[src/rtl/mips_ctrl_pkg.sv]
// Shared types and constants for the multi-cycle MIPS controller.
// Optional macro MIPS_CTRL_BNE_EN enables the bne state (see mips_mc_controller).
package mips_ctrl_pkg;

    typedef enum logic [3:0] {
        S_FETCH  = 4'd0,
        S_DECODE = 4'd1,
        S_MEMADR = 4'd2,
        S_MEMRD  = 4'd3,
        S_MEMWB  = 4'd4,
        S_MEMWR  = 4'd5,
        S_RTEX   = 4'd6,
        S_RTWB   = 4'd7,
        S_BEQEX  = 4'd8,
        S_ADDIEX = 4'd9,
        S_ADDIWB = 4'd10,
        S_BNEEX  = 4'd11
    } state_t;

    localparam logic [5:0] OP_RTYPE = 6'b000000;
    localparam logic [5:0] OP_LW    = 6'b100011;
    localparam logic [5:0] OP_SW    = 6'b101011;
    localparam logic [5:0] OP_BEQ   = 6'b000100;
    localparam logic [5:0] OP_ADDI  = 6'b001000;
    localparam logic [5:0] OP_BNE   = 6'b000101;

    localparam logic [5:0] FN_ADD = 6'b100000;
    localparam logic [5:0] FN_SUB = 6'b100010;
    localparam logic [5:0] FN_AND = 6'b100100;
    localparam logic [5:0] FN_OR  = 6'b100101;
    localparam logic [5:0] FN_SLT = 6'b101010;

    localparam logic [2:0] ALU_ADD = 3'b010;
    localparam logic [2:0] ALU_SUB = 3'b110;
    localparam logic [2:0] ALU_AND = 3'b000;
    localparam logic [2:0] ALU_OR  = 3'b001;
    localparam logic [2:0] ALU_SLT = 3'b111;

    localparam logic [1:0] ALUOP_ADD   = 2'b00;
    localparam logic [1:0] ALUOP_SUB   = 2'b01;
    localparam logic [1:0] ALUOP_FUNCT = 2'b10;

endpackage

[src/rtl/mips_alu_decoder.sv]
// Combinational ALUOp/funct to ALUControl mapping; flags unknown funct codes.
module mips_alu_decoder
    import mips_ctrl_pkg::*;
(
    input  logic [1:0] i_alu_op,
    input  logic [5:0] i_funct,
    output logic [2:0] o_alu_control,
    output logic       o_funct_bad
);

    // ALU operation select
    always_comb begin
        o_alu_control = ALU_ADD;
        o_funct_bad   = 1'b0;
        case (i_alu_op)
            ALUOP_ADD: o_alu_control = ALU_ADD;
            ALUOP_SUB: o_alu_control = ALU_SUB;
            ALUOP_FUNCT: begin
                case (i_funct)
                    FN_ADD:  o_alu_control = ALU_ADD;
                    FN_SUB:  o_alu_control = ALU_SUB;
                    FN_AND:  o_alu_control = ALU_AND;
                    FN_OR:   o_alu_control = ALU_OR;
                    FN_SLT:  o_alu_control = ALU_SLT;
                    default: begin
                        o_alu_control = ALU_ADD;
                        o_funct_bad   = 1'b1;
                    end
                endcase
            end
            default: o_alu_control = ALU_ADD;
        endcase
    end

endmodule

[src/rtl/mips_mc_controller.sv]
// Multi-cycle MIPS control FSM with retire counter and sticky illegal-op flag.
// Define MIPS_CTRL_BNE_EN to decode op 000101 (bne) into the BNEEX state.
module mips_mc_controller
    import mips_ctrl_pkg::*;
#(
    parameter int CNT_W = 32
) (
    input  logic             clk,
    input  logic             reset,
    input  logic [5:0]       op,
    input  logic [5:0]       funct,
    input  logic             zero,
    output logic             PCEn,
    output logic             IorD,
    output logic             MemWrite,
    output logic             IRWrite,
    output logic             PCWrite,
    output logic             MemtoReg,
    output logic             RegDst,
    output logic             Branch,
    output logic             PCSrc,
    output logic [2:0]       ALUControl,
    output logic [1:0]       ALUSrcB,
    output logic             ALUSrcA,
    output logic             RegWrite,
    output logic             instr_done,
    output logic [CNT_W-1:0] retired,
    output logic             illegal_op
);

    state_t           r_state;
    state_t           w_next;
    logic [CNT_W-1:0] r_retired;
    logic             r_illegal;
    logic [1:0]       w_alu_op;
    logic             w_funct_bad;
    logic             w_illegal_set;
    logic             w_taken;
    logic             w_memwrite;
    logic             w_irwrite;
    logic             w_pcwrite;
    logic             w_regwrite;
    logic             w_done;

    mips_alu_decoder u_alu_dec (
        .i_alu_op      (w_alu_op),
        .i_funct       (funct),
        .o_alu_control (ALUControl),
        .o_funct_bad   (w_funct_bad)
    );

    // State register
    always_ff @(posedge clk or negedge reset) begin
        if (!reset) begin
            r_state <= S_FETCH;
        end else begin
            r_state <= w_next;
        end
    end

    // Next-state and Moore outputs
    always_comb begin
        w_next        = r_state;
        w_alu_op      = ALUOP_ADD;
        w_illegal_set = 1'b0;
        w_taken       = zero;
        IorD          = 1'b0;
        w_memwrite    = 1'b0;
        w_irwrite     = 1'b0;
        w_pcwrite     = 1'b0;
        MemtoReg      = 1'b0;
        RegDst        = 1'b0;
        Branch        = 1'b0;
        PCSrc         = 1'b0;
        ALUSrcB       = 2'b00;
        ALUSrcA       = 1'b0;
        w_regwrite    = 1'b0;
        w_done        = 1'b0;
        case (r_state)
            S_FETCH: begin
                ALUSrcB   = 2'b01;
                w_irwrite = 1'b1;
                w_pcwrite = 1'b1;
                w_next    = S_DECODE;
            end
            S_DECODE: begin
                ALUSrcB = 2'b11;
                case (op)
                    OP_LW, OP_SW: w_next = S_MEMADR;
                    OP_RTYPE:     w_next = S_RTEX;
                    OP_BEQ:       w_next = S_BEQEX;
                    OP_ADDI:      w_next = S_ADDIEX;
`ifdef MIPS_CTRL_BNE_EN
                    OP_BNE:       w_next = S_BNEEX;
`endif
                    default: begin
                        w_next        = S_FETCH;
                        w_illegal_set = 1'b1;
                    end
                endcase
            end
            S_MEMADR: begin
                ALUSrcA = 1'b1;
                ALUSrcB = 2'b10;
                w_next  = (op == OP_SW) ? S_MEMWR : S_MEMRD;
            end
            S_MEMRD: begin
                IorD   = 1'b1;
                w_next = S_MEMWB;
            end
            S_MEMWB: begin
                MemtoReg   = 1'b1;
                w_regwrite = 1'b1;
                w_done     = 1'b1;
                w_next     = S_FETCH;
            end
            S_MEMWR: begin
                IorD       = 1'b1;
                w_memwrite = 1'b1;
                w_done     = 1'b1;
                w_next     = S_FETCH;
            end
            S_RTEX: begin
                ALUSrcA       = 1'b1;
                w_alu_op      = ALUOP_FUNCT;
                w_illegal_set = w_funct_bad;
                w_next        = S_RTWB;
            end
            S_RTWB: begin
                RegDst     = 1'b1;
                w_regwrite = 1'b1;
                w_done     = 1'b1;
                w_next     = S_FETCH;
            end
            S_BEQEX, S_BNEEX: begin
                ALUSrcA  = 1'b1;
                w_alu_op = ALUOP_SUB;
                Branch   = 1'b1;
                PCSrc    = 1'b1;
                w_done   = 1'b1;
                w_taken  = (r_state == S_BNEEX) ? ~zero : zero;
                w_next   = S_FETCH;
            end
            S_ADDIEX: begin
                ALUSrcA = 1'b1;
                ALUSrcB = 2'b10;
                w_next  = S_ADDIWB;
            end
            S_ADDIWB: begin
                w_regwrite = 1'b1;
                w_done     = 1'b1;
                w_next     = S_FETCH;
            end
            default: w_next = S_FETCH;
        endcase
    end

    // Write strobes are suppressed combinationally while reset is held
    assign MemWrite   = reset & w_memwrite;
    assign IRWrite    = reset & w_irwrite;
    assign PCWrite    = reset & w_pcwrite;
    assign RegWrite   = reset & w_regwrite;
    assign instr_done = reset & w_done;
    assign PCEn       = reset & (w_pcwrite | (Branch & w_taken));

    // Retired-instruction counter and sticky illegal flag
    always_ff @(posedge clk or negedge reset) begin
        if (!reset) begin
            r_retired <= {CNT_W{1'b0}};
            r_illegal <= 1'b0;
        end else begin
            if (w_done) begin
                r_retired <= r_retired + {{(CNT_W-1){1'b0}}, 1'b1};
            end
            if (w_illegal_set) begin
                r_illegal <= 1'b1;
            end
        end
    end

    assign retired    = r_retired;
    assign illegal_op = r_illegal;

endmodule
[config.mk]
export PLATFORM = sky130hd
export DESIGN_NAME = mips_mc_controller
export DESIGN_NICKNAME = d
export VERILOG_FILES = /design/src/rtl/mips_ctrl_pkg.sv /design/src/rtl/mips_alu_decoder.sv /design/src/rtl/mips_mc_controller.sv
export SDC_FILE = /design/constraint.sdc
export NUM_CORES = 1
export LEC_CHECK = 0
export ABC_AREA = 0
export BUFFER_PORTS_ARGS = -buffer_cell sky130_fd_sc_hd__buf_2
export CAP_MARGIN = 20
export CORE_AREA = 2 2 82 84
export DETAILED_ROUTE_END_ITERATION = 6
export DIE_AREA = 0 0 84 86
export GPL_ROUTABILITY_DRIVEN = 0
export PLACE_DENSITY = 0.66
export SETUP_SLACK_MARGIN = 0.2
export SYNTH_ARGS = -nofsm -noshare
export SYNTH_HDL_FRONTEND = slang
export SYNTH_HIERARCHICAL = 1
export SYNTH_SLANG_ARGS = --single-unit
[constraint.sdc]
create_clock -name clk -period 3.7 [get_ports clk]
set_input_delay 0.74 -clock clk [delete_from_list [all_inputs] [get_ports clk]]
set_output_delay 0.74 -clock clk [all_outputs]
set_load 0.01 [all_outputs]
==> summary.txt, run 1 <==
Clock network
  • Sink Count: 37
  • H-tree depth: 2
  • CTS max path bufs: 2
  • Clk_lat worst skew: between 0.2 and 0.3 ns
  • CTS resizes: 0
  • Num CTS Buffers: 5
  • Setup bufs post-CTS: 0
  • Post-CTS Hold Buffers: 0
  • CTS clk-pin slew, worst paths: 0.07 ns
  • CTS tree: done
  • Root Buffer: clkbuf_8

STA
  • Fin. Hold Viols: 0
  • Final worst slack: 0.741 ns
  • Fin. max-slew vios: 0
  • Hold_ws: around 0.44 ns
  • Worst slew pin tran: approximately 0.54 ns
  • RSZ-0062 raised after global routing: false
  • Max frequency: 338 MHz
  • Final setup vio count: 0
  • Fin crit share: 0.800
  • TNS Setup: 0 ns
  • Min Clock Period, post-route: 2.96 ns
  • Slew headroom: 0.642
  • Clock Skews: 0.00344 ns

Synth
  • Unique masters post-synth: 40
  • Main synth FF type: dfrtp_1
  • Mean Syn Cell Area: ~9.9 µm²
  • Synthesized area: roughly 2200 µm²
  • Syn Nets: between 200 and 250
  • EDFF count, synth: 0
  • Top-area cell type share of the netlist area: 0.429
  • Seq cells post-synth: 37
  • Post-synthesis sequential area ratio: 0.429
  • Synth top area cells: dfrtp_1 (43%), xnor2_1 (8.1%), xor2_1 (5.3%)
  • Yosys warnings: 6
  • Post-Syn Instances: roughly 220
  • Cell taking the most area after synthesis: dfrtp_1
  • Post-synthesis async set-or-reset flop share: 1.00

Worst setup path
  • Top Family by Delay on Critical Path: simple AND/OR/NAND/NOR gates
  • Worst path buffer plus inverter count: 2
  • Crit Path Max Fanout: 15
  • Delay of the slowest critical-path stage: approximately 0.55 ns
  • Crit. End Element: output port
  • R2R Path Start: r_state[3]
  • Worst R2R Path Depth: 5
  • Reg-to-reg setup timing slack: 1.64 ns
  • Req. time, crit path: 2.96 ns
  • Crit start category: register
  • Slowest stage cell, crit path: dfrtp_1
  • CP cell instances: nor2b_4 > nor3_1 > inv_1 > ha_1 > nor2b_1 > a32o_1 > buf_2
  • Reg2Reg Capture Point: retired[25]
  • Critical Path Stages: 7
  • Setup CP Type: reg -> out
  • CP arrival: approximately 2.2 ns

Floorplan
  • Die height: 86 µm
  • Die width: 84 µm
  • Core Box Area: around 6300 µm²
  • Die area: a little over 7000 µm²
  • Io pins: 65
  • Rows: 29
  • Starting Density: 0.344

Run status
  • Status: finished, final reports clean

Routing
  • Wirelength per Cell: between 10 and 15 µm
  • Routed length on met1: roughly 2300 µm
  • Met3 wire len: between 200 and 250 µm
  • Post-route ant nets: 0
  • DR WL met2: 2230 µm
  • Starting DRT DRC Count: 88
  • Final WL: ~4800 µm
  • DRC violations left: 0
  • Drt first pass iters: 4
  • Highest metal used: met4
  • Routed via count: between 1500 and 2000
  • Vias per Instance: between 4 and 5

Global routing
  • Number of global-route vias before repair: approximately 1700
  • First-pass GRT wire length: 8180 µm
  • Antenna violations before repair: 0
  • Largest net degree at the start of global routing: 26
  • Tot GR Track Use: 0.140
  • Grt total ovfl: 0

Finish
  • Finished Core Util: 0.418
  • Fraction of layout instances using a drive strength above 1: 0.291
  • N_diodes: 0
  • Net count, final: just over 300
  • Synthesis-to-layout area growth: 21.6%
  • Fill cells: roughly 630
  • Design area: approximately 2600 µm²

Place
  • Area after DPL: around 2500 µm²
  • IO buf count: 64
  • Dpl hpwl: ~3700 µm
  • Pre-CTS setup slack: 1.05 ns

Flow run
  • Total of max-cap violations: 0

Worst hold path
  • Worst min path class: in -> async

Pwr
  • Maximum vdd ir drop: 0.000166 V
  • Pwr Density: 397 nW/µm²
  • Pleak: roughly 1.3 nW
## routing by layer
metal,vias to the layer above,global-route usage
li1,896,-
met1,870,0.190
met4,0,0.0440
met5,-,0
met3,6,0.0366
met2,35,0.220
## worst max path at each step
stage                           from       endpoint
final                     r_state[0]  ALUControl[2]
after detailed placement  r_state[0]  ALUControl[2]
after CTS                 r_state[0]  ALUControl[2]
after global placement    r_state[0]  ALUControl[2]
after floorplan           r_state[1]  ALUControl[1]
after global routing      r_state[0]  ALUControl[2]
## cell usage in the layout (no fill, tap or decap), types with 2 or more instances in the layout
master	count
nand3_1	11
and4bb_1	2
nor2b_1	5
nor3_2	3
and3_1	7
nor4_2	2
a41oi_1	2
nor3_1	11
nor3b_1	4
and2_1	5
inv_1	8
dfrtp_1	37
nor2_1	18
ha_1	3
nor2b_4	2
xnor2_1	20
clkbuf_1	3
clkbuf_8	5
buf_2	64
nand2b_1	5
nand4_1	13
nand2_1	17
o21ai_0	3
a21oi_1	5
xor2_1	13
## stage by stage
step                total power [mW]  std cells
floorplan                      0.690        218
global placement               0.781        354
detailed placement             0.788        354
CTS                             1.05        362
global route                    1.11        362
finish                          1.04        362
## cell type report
class | count | area [µm²] | share of cell area
inverters | 8 | 30.0 | 0.0114
repair buffers | 65 | 328 | 0.125
multi-input cells | 167 | 1160 | 0.443
flip-flops and latches | 37 | 926 | 0.353
clock buffers | 8 | 80.1 | 0.0305
well taps | 77 | 96.3 | 0.0367
## synthesized netlist by cell type (all sizes together), types with 3 or more instances
cell     n
and3     7
inv      8
nand3   11
nand4   14
xor2    13
nor3b    4
ha       3
nand2   17
dfrtp   37
nor3    14
nor2    18
a21oi    5
o21ai    3
buf      4
and2     5
nand2b   6
nor2b    7
xnor2   20
nor4     3
## sequential cells by signal, summed over array words and instances (netlist names)
name and flops:
r_state 4, illegal_op 1, retired 32
## kinds of logic after synthesis
family / after synthesis / synth area share
AOI/OAI and AO/OA: 19 / 0.0708
xor gates and xnor gates: 33 / 0.134
adders and majority gates: 3 / 0.0174
buffers and inverters: 14 / 0.0313
DFF: 37 / 0.429
muxes: 1 / 0.00464
and+or+nand+nor: 111 / 0.313
## report_power, final
part / internal [mW] / switching (mW)
Clock: 0.134 / 0.132
Sequential: 0.433 / 0.0626
Combinational: 0.127 / 0.152
Total: 0.694 / 0.347
## worst reg2reg max path, delay by kind of cell (launching register included)
kind,cells,cell delay [ns]
AOI/OAI and AO/OA,1,0.32
and+or+nand+nor,3,0.95
DFF,1,0.51
xor gates and xnor gates,1,0.19
(Power assumes the default switching activity.)
==> inputs of run 2 (changes only) <==
--- a/config.mk
+++ b/config.mk
@@ -5,14 +5,14 @@
 export SDC_FILE = /design/constraint.sdc
 export NUM_CORES = 1
 export LEC_CHECK = 0
-export ABC_AREA = 0
+export ABC_AREA = 1
 export BUFFER_PORTS_ARGS = -buffer_cell sky130_fd_sc_hd__buf_2
 export CAP_MARGIN = 20
-export CORE_AREA = 2 2 82 84
+export CORE_AREA = 2 2 87 89
 export DETAILED_ROUTE_END_ITERATION = 6
-export DIE_AREA = 0 0 84 86
+export DIE_AREA = 0 0 89 91
 export GPL_ROUTABILITY_DRIVEN = 0
-export PLACE_DENSITY = 0.66
+export PLACE_DENSITY = 0.64
 export SETUP_SLACK_MARGIN = 0.2
 export SYNTH_ARGS = -nofsm -noshare
 export SYNTH_HDL_FRONTEND = slang
==> constraint.sdc (replaced) <==
create_clock -name clk -period 2.8 [get_ports clk]
set_input_delay 0.56 -clock clk [delete_from_list [all_inputs] [get_ports clk]]
set_output_delay 0.56 -clock clk [all_outputs]
set_load 0.01 [all_outputs]
==> run 2 against run 1 <==
Against the previous run: hold slack lost 0.081 ns; setup slack got worse by 0.45 ns; register-to-register slack got worse by 0.50 ns; total power rose by 35%; cell area rose by 15%; sequential share of layout area is 4.6 points lower; largest power group unchanged; critical endpoint is now ALUControl[1].
==> summary.txt, run 2 <==
Routing
  • Drt first pass iters: 4 (unchanged)
  • Wirelength per Cell: 12.0 µm (-10%)
  • DRC violations left: 0 (unchanged)
  • Final WL: 6110 µm (+27%)
  • Routed via count: 2319 (+28%)
  • Vias per Instance: 4.54 (-9.1%)
  • Post-route ant nets: 0 (unchanged)
  • Starting DRT DRC Count: 89 (+1.1%)

Clock network
  • H-tree depth: 2 (unchanged)
  • CTS clk-pin slew, worst paths: 0.07 ns (about the same)
  • Root Buffer: clkbuf_8
  • CTS max path bufs: 2 (unchanged)
  • Num CTS Buffers: 5 (unchanged)
  • Post-CTS Hold Buffers: 0 (unchanged)
  • Clk_lat worst skew: 0.29 ns (about the same)
  • CTS tree: done
  • Sink Count: 37 (unchanged)

Synth
  • Yosys warnings: 6 (unchanged)
  • Post-Syn Instances: 335 (+54%)
  • Unique masters post-synth: 26 (-35%)
  • Synth Area in Compound Gates: 0.0311 (-0.0397)
  • Synth Area in XOR/XNOR: 0.0762 (-0.0578)
  • Mean Syn Cell Area: 7.20 µm² (-27%)
  • Top-count cell post-synth: nand2_1
  • Synth top area cells: dfrtp_1 (38%), nand2_1 (14%), nor2_1 (7.9%)
  • Post-synthesis async set-or-reset flop share: 1.00 (unchanged)
  • Main combinational cell family by area after synthesis: simple AND/OR/NAND/NOR gates
  • Main synth FF type: dfrtp_1
  • EDFF count, synth: 0 (unchanged)
  • Mux cell area share after synthesis: 0 (-0.00464)
  • Cell taking the most area after synthesis: dfrtp_1
  • Top-area cell type share of the netlist area: 0.384 (-0.0456)
  • Post-synthesis adder-cell area fraction: 0.0156 (-0.00185)
  • Synth top cells by count: nand2_1 (88), nor2_1 (51), inv_1 (48)
  • Post-synthesis sequential area ratio: 0.384 (-0.0456)
  • Simple-Gate Fraction of Synth Area: 0.405 (+0.0922)
  • Syn Nets: 353 (+50%)
  • Synthesized area: 2410 µm² (+12%)
  • Seq cells post-synth: 37 (unchanged)

Floorplan
  • Die height: 91 µm (+5.8%)
  • Core Box Area: 7140 µm² (+14%)
  • Rows: 31 (+6.9%)
  • Die area: 8100 µm² (+12%)
  • Io pins: 65 (unchanged)
  • Starting Density: 0.338 (-0.00545)
  • Die width: 89 µm (+6.0%)

Finish
  • N_diodes: 0 (unchanged)
  • Synthesis-to-layout area growth: 25.1%
  • Net count, final: 430 (+42%)
  • Most frequent cells in the layout: nand2_1 (87), buf_2 (64), nor2_1 (49), inv_1 (44), dfrtp_1 (37)
  • Fraction of layout instances using a drive strength above 1: 0.274 (-0.0170)
  • Fill cells: 760 (+20%)
  • Flip-flop count of the largest register after layout: 32 (unchanged)
  • Most common cell after layout, fill and taps aside: nand2_1

STA
  • RSZ-0062 raised after global routing: false
  • Fin. max-slew vios: 0 (unchanged)
  • Max frequency: approximately 400 MHz
  • Worst slew pin tran: 0.486 ns (-0.0500 ns)
  • Fin. Hold Viols: 0 (unchanged)
  • Slew headroom: 0.676 (+0.0333)
  • Clock Skews: 0.00364 ns (+0.000195 ns)
  • Fin crit share: 0.895
  • TNS Setup: 0 ns (unchanged)
  • Final setup vio count: 0 (unchanged)
  • Hold_ws: 0.357 ns (-0.0806 ns)
  • Min Clock Period, post-route: between 2 and 3 ns

Global routing
  • Antenna violations before repair: 0 (unchanged)
  • First-pass GRT wire length: 9960 µm (+22%)
  • Largest net degree at the start of global routing: 38 (+46%)
  • Tot GR Track Use: 0.156 (+0.0154)
  • Grt total ovfl: 0 (unchanged)
  • Number of global-route vias before repair: 2188 (+25%)

Worst setup path
  • CP arrival: 1.95 ns (-0.27 ns)
  • Reg-to-reg setup timing slack: 1.14 ns (-0.50 ns)
  • Crit Path Max Fanout: 4 (-11)
  • Setup CP Type: reg -> out
  • Req. time, crit path: 2.24 ns (-0.72 ns)
  • Setup crit start: r_state[3]
  • R2R Path Start: r_state[3]
  • Crit start category: register
  • Worst R2R Path Depth: 10 (+5)
  • Crit. End Element: output port

Pwr
  • Flop pwr share: 0.436 (-0.040)
  • Pwr Density: 464 nW/µm² (+17%)
  • Psw: 489 µW (+41%)
  • Sw Ratio: 0.349 (+0.0154)
  • Clk pwr share: 0.273 (+0.017)
  • Total power: 1.40 mW (+35%)
  • Comb pwr share: 0.290 (+0.022)
  • Pint: 911 µW (+31%)
  • Maximum vdd ir drop: 0.000194 V (+17%)
  • Pleak: 1.66 nW (+25%)

Place
  • Dpl hpwl: 4740 µm (+27%)
  • IO buf count: 64 (unchanged)

Run status
  • Status: finished, final reports clean

Flow run
  • Total of max-cap violations: 0 (unchanged)

Worst hold path
  • Worst min path class: in -> async
==> run 2: stage by stage <==
| stage | instances | instance area, µm² | util | setup WS, ns |
|---|---|---|---|---|
| floorplan | 335 | 2410 | - | 0.744 |
| global placement | 496 | 2840 | 0.398 | 0.547 |
| detailed placement | 496 | 2840 | 0.398 | 0.467 |
| CTS | 505 | 2950 | 0.413 | 0.207 |
| global route | 511 | 3020 | 0.423 | 0.176 |
| finish | 511 | 3020 | 0.423 | 0.293 |
==> run 2: per-layer routing <==
| metal | global-route usage | wire length [µm] | vias to the layer above |
|---|---|---|---|
| li1 | - | - | 1193 |
| met1 | 0.210 | 2860 | 1059 |
| met2 | 0.236 | 2760 | 51 |
| met3 | 0.0382 | 314 | 16 |
| met4 | 0.0647 | 169 | 0 |
| met5 | 0 | 0 | - |
==> run 2: path summary, 6_finish.rpt <==
check,endpoint
min,retired[24]
max,ALUControl[1]
max reg2reg,retired[30]
min in group clk,illegal_op
max in group asynchronous,retired[6]
min reg2reg,illegal_op
==> run 2: area by class of cell <==
type / count / area (µm²) / share of cell area
sequential: 37 / 926 / 0.307
tap: 99 / 124 / 0.0410
multi-input combinational: 245 / 1310 / 0.433
clock buffer: 7 / 86.3 / 0.0286
inverter: 50 / 188 / 0.0621
timing repair buffer: 73 / 388 / 0.128
==> run 2: worst max-delay path: stages, from the launching register on <==
cell and delay [ns]:
dfrtp_1 0.42, inv_2 0.08, nor2_4 0.16, nand2_4 0.08, nor2_4 0.09, inv_1 0.05
ha_2 0.19, inv_2 0.06, nor2_1 0.04, nand3_1 0.09, nand2_1 0.06, nor2_1 0.13
o21ai_2 0.07, buf_2 0.14
==> run 2: kinds of logic (layout without fill, tap and decap cells) <==
logic type / Yosys count / count (layout)
AOI/OAI and AO/OA: 13 / 13
and+or+nand+nor: 208 / 208
DFF: 37 / 37
xor gates and xnor gates: 21 / 21
buffers and inverters: 53 / 130
adders and majority gates: 3 / 3
==> run 2: power groups by stage <==
stage	registers (mW)	logic, mW	clock network [mW]
5_1_grt	0.617	0.452	0.413
6_report	0.611	0.406	0.383
3_3_place_gp	0.616	0.352	0
2_1_floorplan	0.621	0.227	0
4_1_cts	0.607	0.367	0.398
3_5_place_dp	0.619	0.356	0
==> run 2: repair_timing <==
action	in CTS	in global routing
setup buffers	2	6
gates resized for setup	2	11
pin swaps	0	3
setup endpoints to repair	1	2
==> inputs of run 3 (changes only) <==
--- a/config.mk
+++ b/config.mk
@@ -7,12 +7,11 @@
 export LEC_CHECK = 0
 export ABC_AREA = 1
 export BUFFER_PORTS_ARGS = -buffer_cell sky130_fd_sc_hd__buf_2
-export CAP_MARGIN = 20
-export CORE_AREA = 2 2 87 89
+export CORE_AREA = 2 2 62 123
 export DETAILED_ROUTE_END_ITERATION = 6
-export DIE_AREA = 0 0 89 91
+export DIE_AREA = 0 0 64 125
 export GPL_ROUTABILITY_DRIVEN = 0
-export PLACE_DENSITY = 0.64
+export PLACE_DENSITY = 0.65
 export SETUP_SLACK_MARGIN = 0.2
 export SYNTH_ARGS = -nofsm -noshare
 export SYNTH_HDL_FRONTEND = slang
==> run 3 against run 2 <==
Against the previous run: first-iteration DRC count fell by 27%; combinational power shrank 4%; critical path type unchanged; clock power grew 70%; clock skew is essentially flat; die area is 1.2% lower.
==> summary.txt, run 3 (synthesis results as in run 2) <==
Run status
  • Status: finished, final reports clean

STA
  • Final setup vio count: 0 (unchanged)
  • Slew headroom: 0.682 (+0.00584)
  • Hold_ws: 0.337 ns (-0.0206 ns)
  • Clock Skews: 0.00343 ns (-0.000211 ns)
  • Fin. Hold Viols: 0 (unchanged)
  • Worst slew pin tran: 0.478 ns (-0.00876 ns)
  • Fin. max-slew vios: 0 (unchanged)
  • RSZ-0062 raised after global routing: false
  • Min Clock Period, post-route: 2.50 ns (-0.00894 ns)
  • TNS Setup: 0 ns (unchanged)
  • Max frequency: 400 MHz (+0.36%)
  • Fin crit share: 0.892 (-0.00319)

Global routing
  • Antenna violations before repair: 0 (unchanged)
  • Grt total ovfl: 0 (unchanged)
  • Number of global-route vias before repair: 2129 (-2.7%)
  • Largest net degree at the start of global routing: 38 (unchanged)
  • Tot GR Track Use: 0.155 (about the same)
  • First-pass GRT wire length: 10100 µm (+1.7%)

Clock network
  • CTS tree: done
  • Num CTS Buffers: 5 (unchanged)
  • CTS clk-pin slew, worst paths: 0.05 ns (-0.02 ns)
  • H-tree depth: 2 (unchanged)
  • Clk_lat worst skew: 0.28 ns (about the same)
  • CTS max path bufs: 2 (unchanged)
  • Root Buffer: clkbuf_16
  • Sink Count: 37 (unchanged)

Worst setup path
  • CP cell instances: inv_2 > nor2_4 > nand2_4 > nor2_4 > inv_1 > ha_2 > inv_2 > nor2_1 > nand3_1 > nand2_1 > nor2_1 > o21ai_2 > buf_2
  • Slowest stage cell, crit path: dfrtp_1
  • Crit start category: register
  • Crit. End Element: output port
  • Req. time, crit path: 2.24 ns (about the same)
  • Delay of the slowest critical-path stage: 0.42 ns (about the same)
  • Worst path buffer plus inverter count: 4 (unchanged)
  • Crit Path Max Fanout: 4 (unchanged)
  • CP arrival: 1.94 ns (about the same)
  • Top Family by Delay on Critical Path: simple AND/OR/NAND/NOR gates
  • Setup CP Type: reg -> out

Routing
  • Vias per Instance: 4.56 (+0.46%)
  • Starting DRT DRC Count: 65 (-27%)
  • DRC violations left: 0 (unchanged)
  • Routed via count: 2284 (-1.5%)
  • Wirelength per Cell: 11.9 µm (-0.44%)
  • Drt first pass iters: 4 (unchanged)
  • Final WL: 5960 µm (-2.4%)
  • Post-route ant nets: 0 (unchanged)

Finish
  • Most common cell after layout, fill and taps aside: nand2_1
  • Fraction of layout instances using a drive strength above 1: 0.276 (+0.00201)
  • Flip-flop count of the largest register after layout: 32 (unchanged)
  • N_diodes: 0 (unchanged)
  • Most frequent cells in the layout: nand2_1 (87), buf_2 (64), nor2_1 (49), inv_1 (43), dfrtp_1 (36)
  • Synthesis-to-layout area growth: 27.3%
  • Layout Cells excl Fill: 501 (-2.0%)
  • Net count, final: 426 (-0.93%)

Flow run
  • Total of max-cap violations: 0 (unchanged)

Floorplan
  • Io pins: 65 (unchanged)
  • Die area: 8000 µm² (-1.2%)
  • Die height: 125 µm (+37%)
  • Rows: 44 (+42%)
  • Die width: 64 µm (-28%)
  • Core Box Area: 7100 µm² (-0.49%)
  • Starting Density: 0.340 (+0.00167)

Pwr
  • Pwr Density: 537 nW/µm² (+16%)
  • Maximum vdd ir drop: 0.000305 V (+57%)
  • Pleak: 1.68 nW (+1.2%)

Place
  • Dpl hpwl: 4630 µm (-2.5%)
  • Placed cell count: 489 (-1.4%)
  • IO buf count: 64 (unchanged)

Worst hold path
  • Worst min path class: in -> async
## run 3: area by class of cell
cell class                      instances  area, µm²
Clock inverter                          1       30.0
Multi-Input combinational cell        245       1310
Fill cell                             766       4030
Sequential cell                        37        927
Inverter                               50        188
Tap cell                               92        115
Timing Repair Buffer                   69        358
Clock buffer                            7        143
## run 3: stage by stage
step                total power [mW]  setup slack, ns  utilization  cell area, µm²
floorplan                      0.847            0.744            -            2410
global placement               0.972            0.577        0.399            2830
detailed placement             0.976            0.524        0.399            2830
CTS                             1.63            0.228        0.423            3000
global route                    1.75            0.183        0.433            3070
finish                          1.65            0.302        0.433            3070
## run 3: power breakdown
part | total [mW] | switching (mW) | internal [mW] | leakage [nW]
Combinational | 0.388 | 0.250 | 0.138 | 1.09
Clock | 0.651 | 0.206 | 0.445 | 0.0841
Sequential | 0.613 | 0.0433 | 0.569 | 0.504
Total | 1.65 | 0.500 | 1.15 | 1.68
## run 3: path summary, 6_finish.rpt
check | to | cells past startpoint | slack, ns | startpoint
max | ALUControl[1] | 13 | 0.30 | r_state[3]
min | retired[29] | 2 | 0.34 | reset
max reg2reg | retired[12] | 7 | 1.18 | retired[0]
min reg2reg | illegal_op | 1 | 0.47 | illegal_op
max in group asynchronous | r_state[1] | 2 | 2.11 | reset
min in group clk | illegal_op | 1 | 0.47 | illegal_op
## run 3: timing repair
action	in CTS	in global routing
buffers inserted	0	4
resized for setup	0	16
endpoints found under the setup margin	0	2
hold buffers	0	0
## run 3: routing by layer
layer	vias to the layer above	global-route usage	share of wire	wire, µm
met5	-	0	0	0
met4	0	0.0499	0.010	61
met3	6	0.0252	0.055	330
met2	71	0.251	0.48	2860
met1	1019	0.210	0.45	2710
li1	1188	-	-	-
